File: config.mk
export PLATFORM = sky130hd
export DESIGN_NAME = motion_cntrl
export DESIGN_NICKNAME = d
export VERILOG_FILES = /design/src/rtl/motion_pkg.sv /design/src/rtl/motion_cntrl_alu.sv /design/src/rtl/motion_cntrl.sv
export SDC_FILE = /design/constraint.sdc
export NUM_CORES = 1
export LEC_CHECK = 0
export ABC_AREA = 1
export ABC_CLOCK_PERIOD_IN_PS = 6900
export BUFFER_PORTS_ARGS = -buffer_cell sky130_fd_sc_hd__buf_2
export CAP_MARGIN = 20
export CORE_UTILIZATION = 41
export CTS_CLUSTER_SIZE = 8
export DETAILED_ROUTE_END_ITERATION = 6
export SLEW_MARGIN = 30
export SYNTH_ARGS = -nofsm -noshare
export SYNTH_HDL_FRONTEND = slang
export SYNTH_SLANG_ARGS = --single-unit
File: constraint.sdc
create_clock -name clk -period 6.9 [get_ports clk]
set_clock_uncertainty 0.15 [all_clocks]
set_input_delay 1.035 -clock clk [delete_from_list [all_inputs] [get_ports clk]]
set_output_delay 1.035 -clock clk [all_outputs]
set_load 0.01 [all_outputs]
File: src/rtl/motion_pkg.sv
// Shared encodings, constants and helpers for the line-following motion controller
// and the alu it drives.
package motion_pkg;

    typedef enum logic [2:0] {
        SRC1_ACCUM  = 3'd0,
        SRC1_ITERM  = 3'd1,
        SRC1_ERROR  = 3'd2,
        SRC1_ERRDIV = 3'd3,
        SRC1_FWD    = 3'd4
    } src1sel_e;

    typedef enum logic [2:0] {
        SRC0_A2D    = 3'd0,
        SRC0_INTGRL = 3'd1,
        SRC0_ICOMP  = 3'd2,
        SRC0_PCOMP  = 3'd3,
        SRC0_PTERM  = 3'd4
    } src0sel_e;

    typedef enum logic [3:0] {
        ST_IDLE   = 4'd0,
        ST_SETTLE = 4'd1,
        ST_CONV_R = 4'd2,
        ST_ACC_R  = 4'd3,
        ST_CONV_L = 4'd4,
        ST_ACC_L  = 4'd5,
        ST_INTG   = 4'd6,
        ST_ICMP   = 4'd7,
        ST_PCMP   = 4'd8,
        ST_R1     = 4'd9,
        ST_R2     = 4'd10,
        ST_L1     = 4'd11,
        ST_L2     = 4'd12
    } state_e;

    localparam logic [1:0]  PAIR_IN  = 2'd0;
    localparam logic [1:0]  PAIR_MID = 2'd1;
    localparam logic [1:0]  PAIR_OUT = 2'd2;

    localparam logic [11:0] FWD_STEP = 12'h010;
    localparam logic [11:0] FWD_MAX  = 12'h37F;
    localparam logic [11:0] ITERM    = 12'h500;
    localparam logic [13:0] PTERM    = 14'h3680;

    localparam logic [15:0] SAT_POS  = 16'h07FF;
    localparam logic [15:0] SAT_NEG  = 16'hF800;

    function automatic logic [2:0] chnl_right(input logic [1:0] pair);
        case (pair)
            PAIR_IN:  return 3'd1;
            PAIR_MID: return 3'd4;
            PAIR_OUT: return 3'd3;
            default:  return 3'd1;
        endcase
    endfunction

    function automatic logic [2:0] chnl_left(input logic [1:0] pair);
        case (pair)
            PAIR_IN:  return 3'd0;
            PAIR_MID: return 3'd2;
            PAIR_OUT: return 3'd7;
            default:  return 3'd0;
        endcase
    endfunction

    // Emitter enable vector ordered {outer, mid, inner}.
    function automatic logic [2:0] pair_enables(input logic [1:0] pair);
        case (pair)
            PAIR_IN:  return 3'b001;
            PAIR_MID: return 3'b010;
            PAIR_OUT: return 3'b100;
            default:  return 3'b000;
        endcase
    endfunction

    function automatic logic [15:0] sat12(input logic signed [31:0] v);
        if (v > 32'sd2047) begin
            return SAT_POS;
        end else if (v < -32'sd2048) begin
            return SAT_NEG;
        end else begin
            return v[15:0];
        end
    endfunction

endpackage

File: src/rtl/motion_cntrl_alu.sv
// Shared datapath: add/subtract with x2/x4 scaling, 12-bit saturation, and a
// two-clock fixed-point multiply (product >>> 12, saturated).
module motion_cntrl_alu
    import motion_pkg::*;
(
    input  logic        clk,
    input  logic        rst_n,
    input  logic [15:0] accum_i,
    input  logic [15:0] iterm_i,
    input  logic [15:0] error_i,
    input  logic [15:0] errdiv_i,
    input  logic [15:0] fwd_i,
    input  logic [15:0] a2d_i,
    input  logic [15:0] intgrl_i,
    input  logic [15:0] icomp_i,
    input  logic [15:0] pcomp_i,
    input  logic [15:0] pterm_i,
    input  src1sel_e    src1sel_i,
    input  src0sel_e    src0sel_i,
    input  logic        mult2_i,
    input  logic        mult4_i,
    input  logic        sub_i,
    input  logic        multiply_i,
    input  logic        saturate_i,
    output logic [15:0] dst_o
);

    logic [15:0]        src1_s;
    logic [15:0]        src0_s;
    logic [15:0]        scaled_s;
    logic [15:0]        sum_s;
    logic signed [31:0] prod_d;
    logic signed [31:0] prod_q;
    logic signed [31:0] prod_sh_s;

    always_comb begin
        case (src1sel_i)
            SRC1_ACCUM:  src1_s = accum_i;
            SRC1_ITERM:  src1_s = iterm_i;
            SRC1_ERROR:  src1_s = error_i;
            SRC1_ERRDIV: src1_s = errdiv_i;
            SRC1_FWD:    src1_s = fwd_i;
            default:     src1_s = 16'h0000;
        endcase
    end

    always_comb begin
        case (src0sel_i)
            SRC0_A2D:    src0_s = a2d_i;
            SRC0_INTGRL: src0_s = intgrl_i;
            SRC0_ICOMP:  src0_s = icomp_i;
            SRC0_PCOMP:  src0_s = pcomp_i;
            SRC0_PTERM:  src0_s = pterm_i;
            default:     src0_s = 16'h0000;
        endcase
    end

    always_comb begin
        if (mult2_i) begin
            scaled_s = {src0_s[14:0], 1'b0};
        end else if (mult4_i) begin
            scaled_s = {src0_s[13:0], 2'b00};
        end else begin
            scaled_s = src0_s;
        end
    end

    assign sum_s     = sub_i ? (src1_s - scaled_s) : (src1_s + scaled_s);
    assign prod_d    = $signed(src1_s) * $signed(src0_s);
    assign prod_sh_s = prod_q >>> 12;

    // Product pipeline register: the multiply result is valid one clock after its operands.
    always_ff @(posedge clk) begin
        if (!rst_n) begin
            prod_q <= 32'sd0;
        end else begin
            prod_q <= prod_d;
        end
    end

    always_comb begin
        if (multiply_i) begin
            dst_o = sat12(prod_sh_s);
        end else if (saturate_i) begin
            dst_o = sat12({{16{sum_s[15]}}, sum_s});
        end else begin
            dst_o = sum_s;
        end
    end

endmodule

File: src/rtl/motion_cntrl.sv
// Line-follower control sequencer: scans three IR pairs through the A2D, builds a
// weighted position error, runs the PI loop through the alu, registers motor commands.
module motion_cntrl
    import motion_pkg::*;
#(
    parameter int SETTLE_CNT = 4096,
    parameter int INT_DEC    = 4
) (
    input  logic        clk,
    input  logic        rst_n,
    input  logic        go,
    input  logic        cnv_cmplt,
    input  logic [11:0] A2D_res,
    output logic        strt_cnv,
    output logic [2:0]  chnnl,
    output logic        IR_in_en,
    output logic        IR_mid_en,
    output logic        IR_out_en,
    output logic [7:0]  LEDs,
    output logic [11:0] lft,
    output logic [11:0] rht,
    output logic        done
);

    localparam int TW = $clog2(SETTLE_CNT + 1);
    localparam int IW = $clog2(INT_DEC + 1);

    state_e          state_q;
    logic [1:0]      pair_q;
    logic [TW-1:0]   timer_q;
    logic [IW-1:0]   int_cnt_q;
    logic            mul_ph_q;
    logic [11:0]     a2d_q;
    logic [15:0]     accum_q;
    logic [11:0]     error_q;
    logic [11:0]     intgrl_q;
    logic [11:0]     icomp_q;
    logic [11:0]     pcomp_q;
    logic [11:0]     fwd_q;
    logic [11:0]     fwd_d;
    logic [12:0]     fwd_sum_s;
    logic            strt_cnv_q;
    logic [2:0]      chnnl_q;
    logic [2:0]      ir_en_q;
    logic [7:0]      leds_q;
    logic [11:0]     lft_q;
    logic [11:0]     rht_q;
    logic            done_q;

    src1sel_e        src1sel_s;
    src0sel_e        src0sel_s;
    logic            mult2_s;
    logic            mult4_s;
    logic            sub_s;
    logic            multiply_s;
    logic            saturate_s;
    logic [15:0]     alu_dst_s;

    assign fwd_sum_s = {1'b0, fwd_q} + {1'b0, FWD_STEP};

    always_comb begin
        if (fwd_sum_s > {1'b0, FWD_MAX}) begin
            fwd_d = FWD_MAX;
        end else begin
            fwd_d = fwd_sum_s[11:0];
        end
    end

    // alu operand selection and control, one operation per datapath state.
    always_comb begin
        src1sel_s  = SRC1_ACCUM;
        src0sel_s  = SRC0_A2D;
        mult2_s    = 1'b0;
        mult4_s    = 1'b0;
        sub_s      = 1'b0;
        multiply_s = 1'b0;
        saturate_s = 1'b0;
        case (state_q)
            ST_ACC_R, ST_ACC_L: begin
                mult2_s    = (pair_q == PAIR_MID);
                mult4_s    = (pair_q == PAIR_OUT);
                sub_s      = (state_q == ST_ACC_L);
                saturate_s = (state_q == ST_ACC_L) && (pair_q == PAIR_OUT);
            end
            ST_INTG: begin
                src1sel_s  = SRC1_ERRDIV;
                src0sel_s  = SRC0_INTGRL;
                saturate_s = 1'b1;
            end
            ST_ICMP: begin
                src1sel_s  = SRC1_ITERM;
                src0sel_s  = SRC0_INTGRL;
                multiply_s = 1'b1;
            end
            ST_PCMP: begin
                src1sel_s  = SRC1_ERROR;
                src0sel_s  = SRC0_PTERM;
                multiply_s = 1'b1;
            end
            ST_R1, ST_L1: begin
                src1sel_s  = SRC1_FWD;
                src0sel_s  = SRC0_PCOMP;
                sub_s      = (state_q == ST_R1);
            end
            ST_R2, ST_L2: begin
                src0sel_s  = SRC0_ICOMP;
                sub_s      = (state_q == ST_R2);
                saturate_s = 1'b1;
            end
            default: begin
                src1sel_s  = SRC1_ACCUM;
                src0sel_s  = SRC0_A2D;
            end
        endcase
    end

    motion_cntrl_alu u_alu (
        .clk        (clk),
        .rst_n      (rst_n),
        .accum_i    (accum_q),
        .iterm_i    ({4'h0, ITERM}),
        .error_i    ({{4{error_q[11]}}, error_q}),
        .errdiv_i   ({{8{error_q[11]}}, error_q[11:4]}),
        .fwd_i      ({4'h0, fwd_q}),
        .a2d_i      ({4'h0, a2d_q}),
        .intgrl_i   ({{4{intgrl_q[11]}}, intgrl_q}),
        .icomp_i    ({{4{icomp_q[11]}}, icomp_q}),
        .pcomp_i    ({{4{pcomp_q[11]}}, pcomp_q}),
        .pterm_i    ({2'b00, PTERM}),
        .src1sel_i  (src1sel_s),
        .src0sel_i  (src0sel_s),
        .mult2_i    (mult2_s),
        .mult4_i    (mult4_s),
        .sub_i      (sub_s),
        .multiply_i (multiply_s),
        .saturate_i (saturate_s),
        .dst_o      (alu_dst_s)
    );

    // Sequencer: state, operand registers and all registered outputs.
    always_ff @(posedge clk) begin
        if (!rst_n) begin
            state_q    <= ST_IDLE;
            pair_q     <= PAIR_IN;
            timer_q    <= '0;
            int_cnt_q  <= '0;
            mul_ph_q   <= 1'b0;
            a2d_q      <= 12'h000;
            accum_q    <= 16'h0000;
            error_q    <= 12'h000;
            intgrl_q   <= 12'h000;
            icomp_q    <= 12'h000;
            pcomp_q    <= 12'h000;
            fwd_q      <= 12'h000;
            strt_cnv_q <= 1'b0;
            chnnl_q    <= 3'd0;
            ir_en_q    <= 3'b000;
            leds_q     <= 8'h00;
            lft_q      <= 12'h000;
            rht_q      <= 12'h000;
            done_q     <= 1'b0;
        end else begin
            strt_cnv_q <= 1'b0;
            done_q     <= 1'b0;
            case (state_q)
                ST_IDLE: begin
                    if (go) begin
                        fwd_q   <= fwd_d;
                        accum_q <= 16'h0000;
                        pair_q  <= PAIR_IN;
                        timer_q <= '0;
                        ir_en_q <= pair_enables(PAIR_IN);
                        state_q <= ST_SETTLE;
                    end
                end
                ST_SETTLE: begin
                    if (timer_q == TW'(SETTLE_CNT - 1)) begin
                        timer_q    <= '0;
                        strt_cnv_q <= 1'b1;
                        chnnl_q    <= chnl_right(pair_q);
                        state_q    <= ST_CONV_R;
                    end else begin
                        timer_q    <= timer_q + TW'(1);
                    end
                end
                ST_CONV_R: begin
                    if (cnv_cmplt) begin
                        a2d_q   <= A2D_res;
                        state_q <= ST_ACC_R;
                    end
                end
                ST_ACC_R: begin
                    accum_q    <= alu_dst_s;
                    strt_cnv_q <= 1'b1;
                    chnnl_q    <= chnl_left(pair_q);
                    state_q    <= ST_CONV_L;
                end
                ST_CONV_L: begin
                    if (cnv_cmplt) begin
                        a2d_q   <= A2D_res;
                        state_q <= ST_ACC_L;
                    end
                end
                ST_ACC_L: begin
                    if (pair_q == PAIR_OUT) begin
                        error_q <= alu_dst_s[11:0];
                        leds_q  <= alu_dst_s[11:4];
                        ir_en_q <= 3'b000;
                        state_q <= ST_INTG;
                    end else begin
                        accum_q <= alu_dst_s;
                        pair_q  <= pair_q + 2'd1;
                        ir_en_q <= pair_enables(pair_q + 2'd1);
                        timer_q <= '0;
                        state_q <= ST_SETTLE;
                    end
                end
                ST_INTG: begin
                    if (int_cnt_q == IW'(INT_DEC - 1)) begin
                        intgrl_q  <= alu_dst_s[11:0];
                        int_cnt_q <= '0;
                    end else begin
                        int_cnt_q <= int_cnt_q + IW'(1);
                    end
                    mul_ph_q <= 1'b0;
                    state_q  <= ST_ICMP;
                end
                ST_ICMP: begin
                    if (mul_ph_q) begin
                        icomp_q  <= alu_dst_s[11:0];
                        mul_ph_q <= 1'b0;
                        state_q  <= ST_PCMP;
                    end else begin
                        mul_ph_q <= 1'b1;
                    end
                end
                ST_PCMP: begin
                    if (mul_ph_q) begin
                        pcomp_q  <= alu_dst_s[11:0];
                        mul_ph_q <= 1'b0;
                        state_q  <= ST_R1;
                    end else begin
                        mul_ph_q <= 1'b1;
                    end
                end
                ST_R1: begin
                    accum_q <= alu_dst_s;
                    state_q <= ST_R2;
                end
                ST_R2: begin
                    rht_q   <= alu_dst_s[11:0];
                    state_q <= ST_L1;
                end
                ST_L1: begin
                    accum_q <= alu_dst_s;
                    state_q <= ST_L2;
                end
                ST_L2: begin
                    lft_q   <= alu_dst_s[11:0];
                    done_q  <= 1'b1;
                    state_q <= ST_IDLE;
                end
                default: begin
                    ir_en_q <= 3'b000;
                    state_q <= ST_IDLE;
                end
            endcase
        end
    end

    assign strt_cnv  = strt_cnv_q;
    assign chnnl     = chnnl_q;
    assign IR_in_en  = ir_en_q[0];
    assign IR_mid_en = ir_en_q[1];
    assign IR_out_en = ir_en_q[2];
    assign LEDs      = leds_q;
    assign lft       = lft_q;
    assign rht       = rht_q;
    assign done      = done_q;

endmodule

==> flow_summary_export.csv <==
group,metric,value,unit
power_and_ir_drop,leakage,11.6,nW
final_layout,seq_area,0.00322,mm^2
clocking,ctsLongestPathBuffers,2,
power_and_ir_drop,power.density,336,mW/mm^2
critical_path,cp-end-kind,"flip-flop",
clocking,clk_pin_slew,70,ps
clocking,htree_levels,4,
synth,syn_inst,2384,
sta,relSlewSlack,37.6,%
clocking,cts_buffers,17,
die,start_util,41.4,%
synth,yosys.area_share.simple,20.9,%
die,coreArea,0.0453,mm^2
critical_path,critPathKind,"flip-flop to flip-flop",
min_path,worstHoldPathType,"flip-flop to flip-flop",
final_layout,fin_cells,3363,
critical_path,slowest_stage,"fa_2",
placement,place_area,0.0217,mm^2
final_layout,synthToLayoutAreaGrowth,29.2,%
synth,synth-xor-area-share,1.82,%
grt,grt_pass1_vias,17100,
synth,syn_avg_cell_area,7.87,um^2
die,rows,78,
route,ant_nets,0,
sta,finalCritPeriodShare,97.9,%
route,first_pass_iters,7,
synth,muxShareOfSynthArea,0,%
route,vias,17000,
route,wirelength,62000,um
route,drcViolationCount,0,
final_layout,nets,3131,
grt,grt_pass1_wl,95600,um
synth,yosysWarnings,0,
sta,worst_pin_slew,936,ps
synth,synthFlopType,"dfxtp_1",
sta,finalSetupViolations,0,
final_layout,fill_cells,4248,
placement,dpl.cell_count,3250,
status,run_status,"completed",
placement,dp.final_hpwl,48900,um
synth,syn-cell-area,0.0188,mm^2
synth,synth_seq_cells,160,
synth,synthAdderAreaFrac,34.9,%
die,num_io_pins,56,
die,die_area,0.0466,mm^2
clocking,cts_tree,"done",
grt,grt-ovfl-total,0,
synth,synth_edf_count,0,
clocking,cts-root-buf,"clkbuf_16",
power_and_ir_drop,power.total,0.00814,W
route,avgRoutedWirePerCell,18.4,um
placement,gp_congestion,0.938,
clocking,clock_latency,440,ps
critical_path,critical_path_arrival,6930,ps
final_layout,drive_gt1_share,30.2,%
critical_path,crit_top_cell,"nor2_4",
synth,synth-compound-area-share,12.5,%
grt,grt_max_degree,98,
placement,port_buffers,55,
die,fp.dieW,216,um
synth,synthArstFlopShare,0,%
sta,rsz0062_at_grt,"true",
final_layout,finalInstanceArea,0.0242,mm^2
flow_run,drv_cap,0,
sta,finalMaxSlewViolations,0,
critical_path,start_kind,"flip-flop",
final_layout,multi_input_area,0.0142,mm^2
power_and_ir_drop,ir_drop,0.000399,V
route,initialDrtViolationCount,1176,
clocking,cts_hold_buf,0,
synth,yosysUniqueCellTypes,61,
synth,ys_seq_area_share,17.1,%
synth,synth_top_family_by_area,"adder cells",
critical_path,cpPeakStageDelay,760,ps
final_layout,layout_commonest_cell,"inv_1",
critical_path,cp_max_fo,7,
sta,finalHoldViolations,0,
sta,max_freq,148,MHz
grt,antenna_found_initial,2,
final_layout,layout_common_cells,"459 x inv_1, 318 x buf_4, 307 x nand2_1",
clocking,clock-sinks,160,
sta,layout_min_cycle_time,6750,ps
critical_path,worstPathRequired,7070,ps
die,die-height,216,um
route,viasPerCell,5.06,
grt,track_usage,26.6,%
synth,synth_fp_nets,2766,
[layout make-up]
class | instances | area share, %
multi-input cells | 1621 | 58.7
repair buffers | 426 | 14.0
flip-flops and latches | 160 | 13.3
inverters | 523 | 8.42
well taps | 600 | 3.10
clock buffers | 20 | 1.88
clock inverters | 11 | 0.635
diodes | 2 | 0.0207
[critical path: cells and delay by family, from the launching register on]
| family | cells | cell delay (ps) |
|---|---|---|
| compound gates | 2 | 430 |
| fa+ha+maj | 7 | 3490 |
| buf+inv | 9 | 980 |
| flops | 1 | 380 |
| simple gates | 12 | 1190 |
[Yosys cell counts (all sizes together) (5+ instances only)]
library cell	n	area share, %
nor2	282	6.4
o21ai	147	4.1
nand3	100	3.6
o22ai	5	0.23
xnor2	16	0.75
nand4	18	0.60
nor4	6	0.20
buf	23	1.1
dfxtp	160	17
nand2	374	8.4
a221oi	9	0.49
fa	263	28
a211oi	7	0.28
a21oi	173	5.5
o21a	9	0.36
clkbuf	58	1.2
xor2	23	1.1
a31oi	12	0.40
inv	515	10
nor3	27	0.72
ha	103	6.9
or2	5	0.17
clkinv	8	0.16
nand3b	9	0.49
[per-stage QoR]
stage          setup TNS, ps  util [%]  hold WS (ps)  setup slack [ps]
4_1_cts                    0      50.4           309              4.25
6_report                   0      53.5           304               148
5_1_grt                 -383      53.5           323             -78.2
3_5_place_dp           -4620      48.0           296              -489
3_3_place_gp           -3680      48.0           293              -469
2_1_floorplan              0         -           278              5.23
[final timing paths]
path / to / from / slack [ps] / depth (start not counted)
max: u_alu.prod_q[31] / state_q[1] / 150 / 30
min: int_cnt_q[2] / int_cnt_q[2] / 300 / 2
max reg2reg: u_alu.prod_q[31] / state_q[1] / 150 / 30
min reg2reg: int_cnt_q[2] / int_cnt_q[2] / 300 / 2
[cell families after synthesis]
logic type               count (synthesis)
AND/OR/NAND/NOR                        828
buffers and inverters                  604
AO/OA/AOI/OAI                          387
adder cells (fa/ha/maj)                366
flip-flops                             160
XOR/XNOR                                39
[what timing repair did]
| action | 4_1_cts | 5_1_grt |
|---|---|---|
| pin swaps | 12 | 168 |
| cloned | 0 | 1 |
| resized for setup | 67 | 266 |
| buffers inserted | 28 | 52 |
| setup endpoints to repair | 18 | 98 |
[power breakdown]
group | switching, W | internal [W]
Clock | 0.000404 | 0.000590
Sequential | 0.0000886 | 0.00105
Combinational | 0.00387 | 0.00215
Total | 0.00436 | 0.00378
[flip-flops by register name, indices dropped and copies added, names as in the netlist]
register	cells
u_alu.prod_q	20
accum_q	16
timer_q	13
a2d_q	12
error_q	12
icomp_q	12
intgrl_q	12
lft	12
pcomp_q	12
rht	12
fwd_q	9
state_q	4
chnnl	3
int_cnt_q	3
ir_en_q	3
pair_q	2
done	1
mul_ph_q	1
strt_cnv	1
[layer usage]
layer  track usage [%]  vias up  wire (um)
li1                  -     8114          -
met4              6.57        2       1900
met2              43.9      441      29500
met5                 0        -         13
met3              3.35       65       3400
met1              36.8     8381      27100
Power figures use the tool's default switching activity.
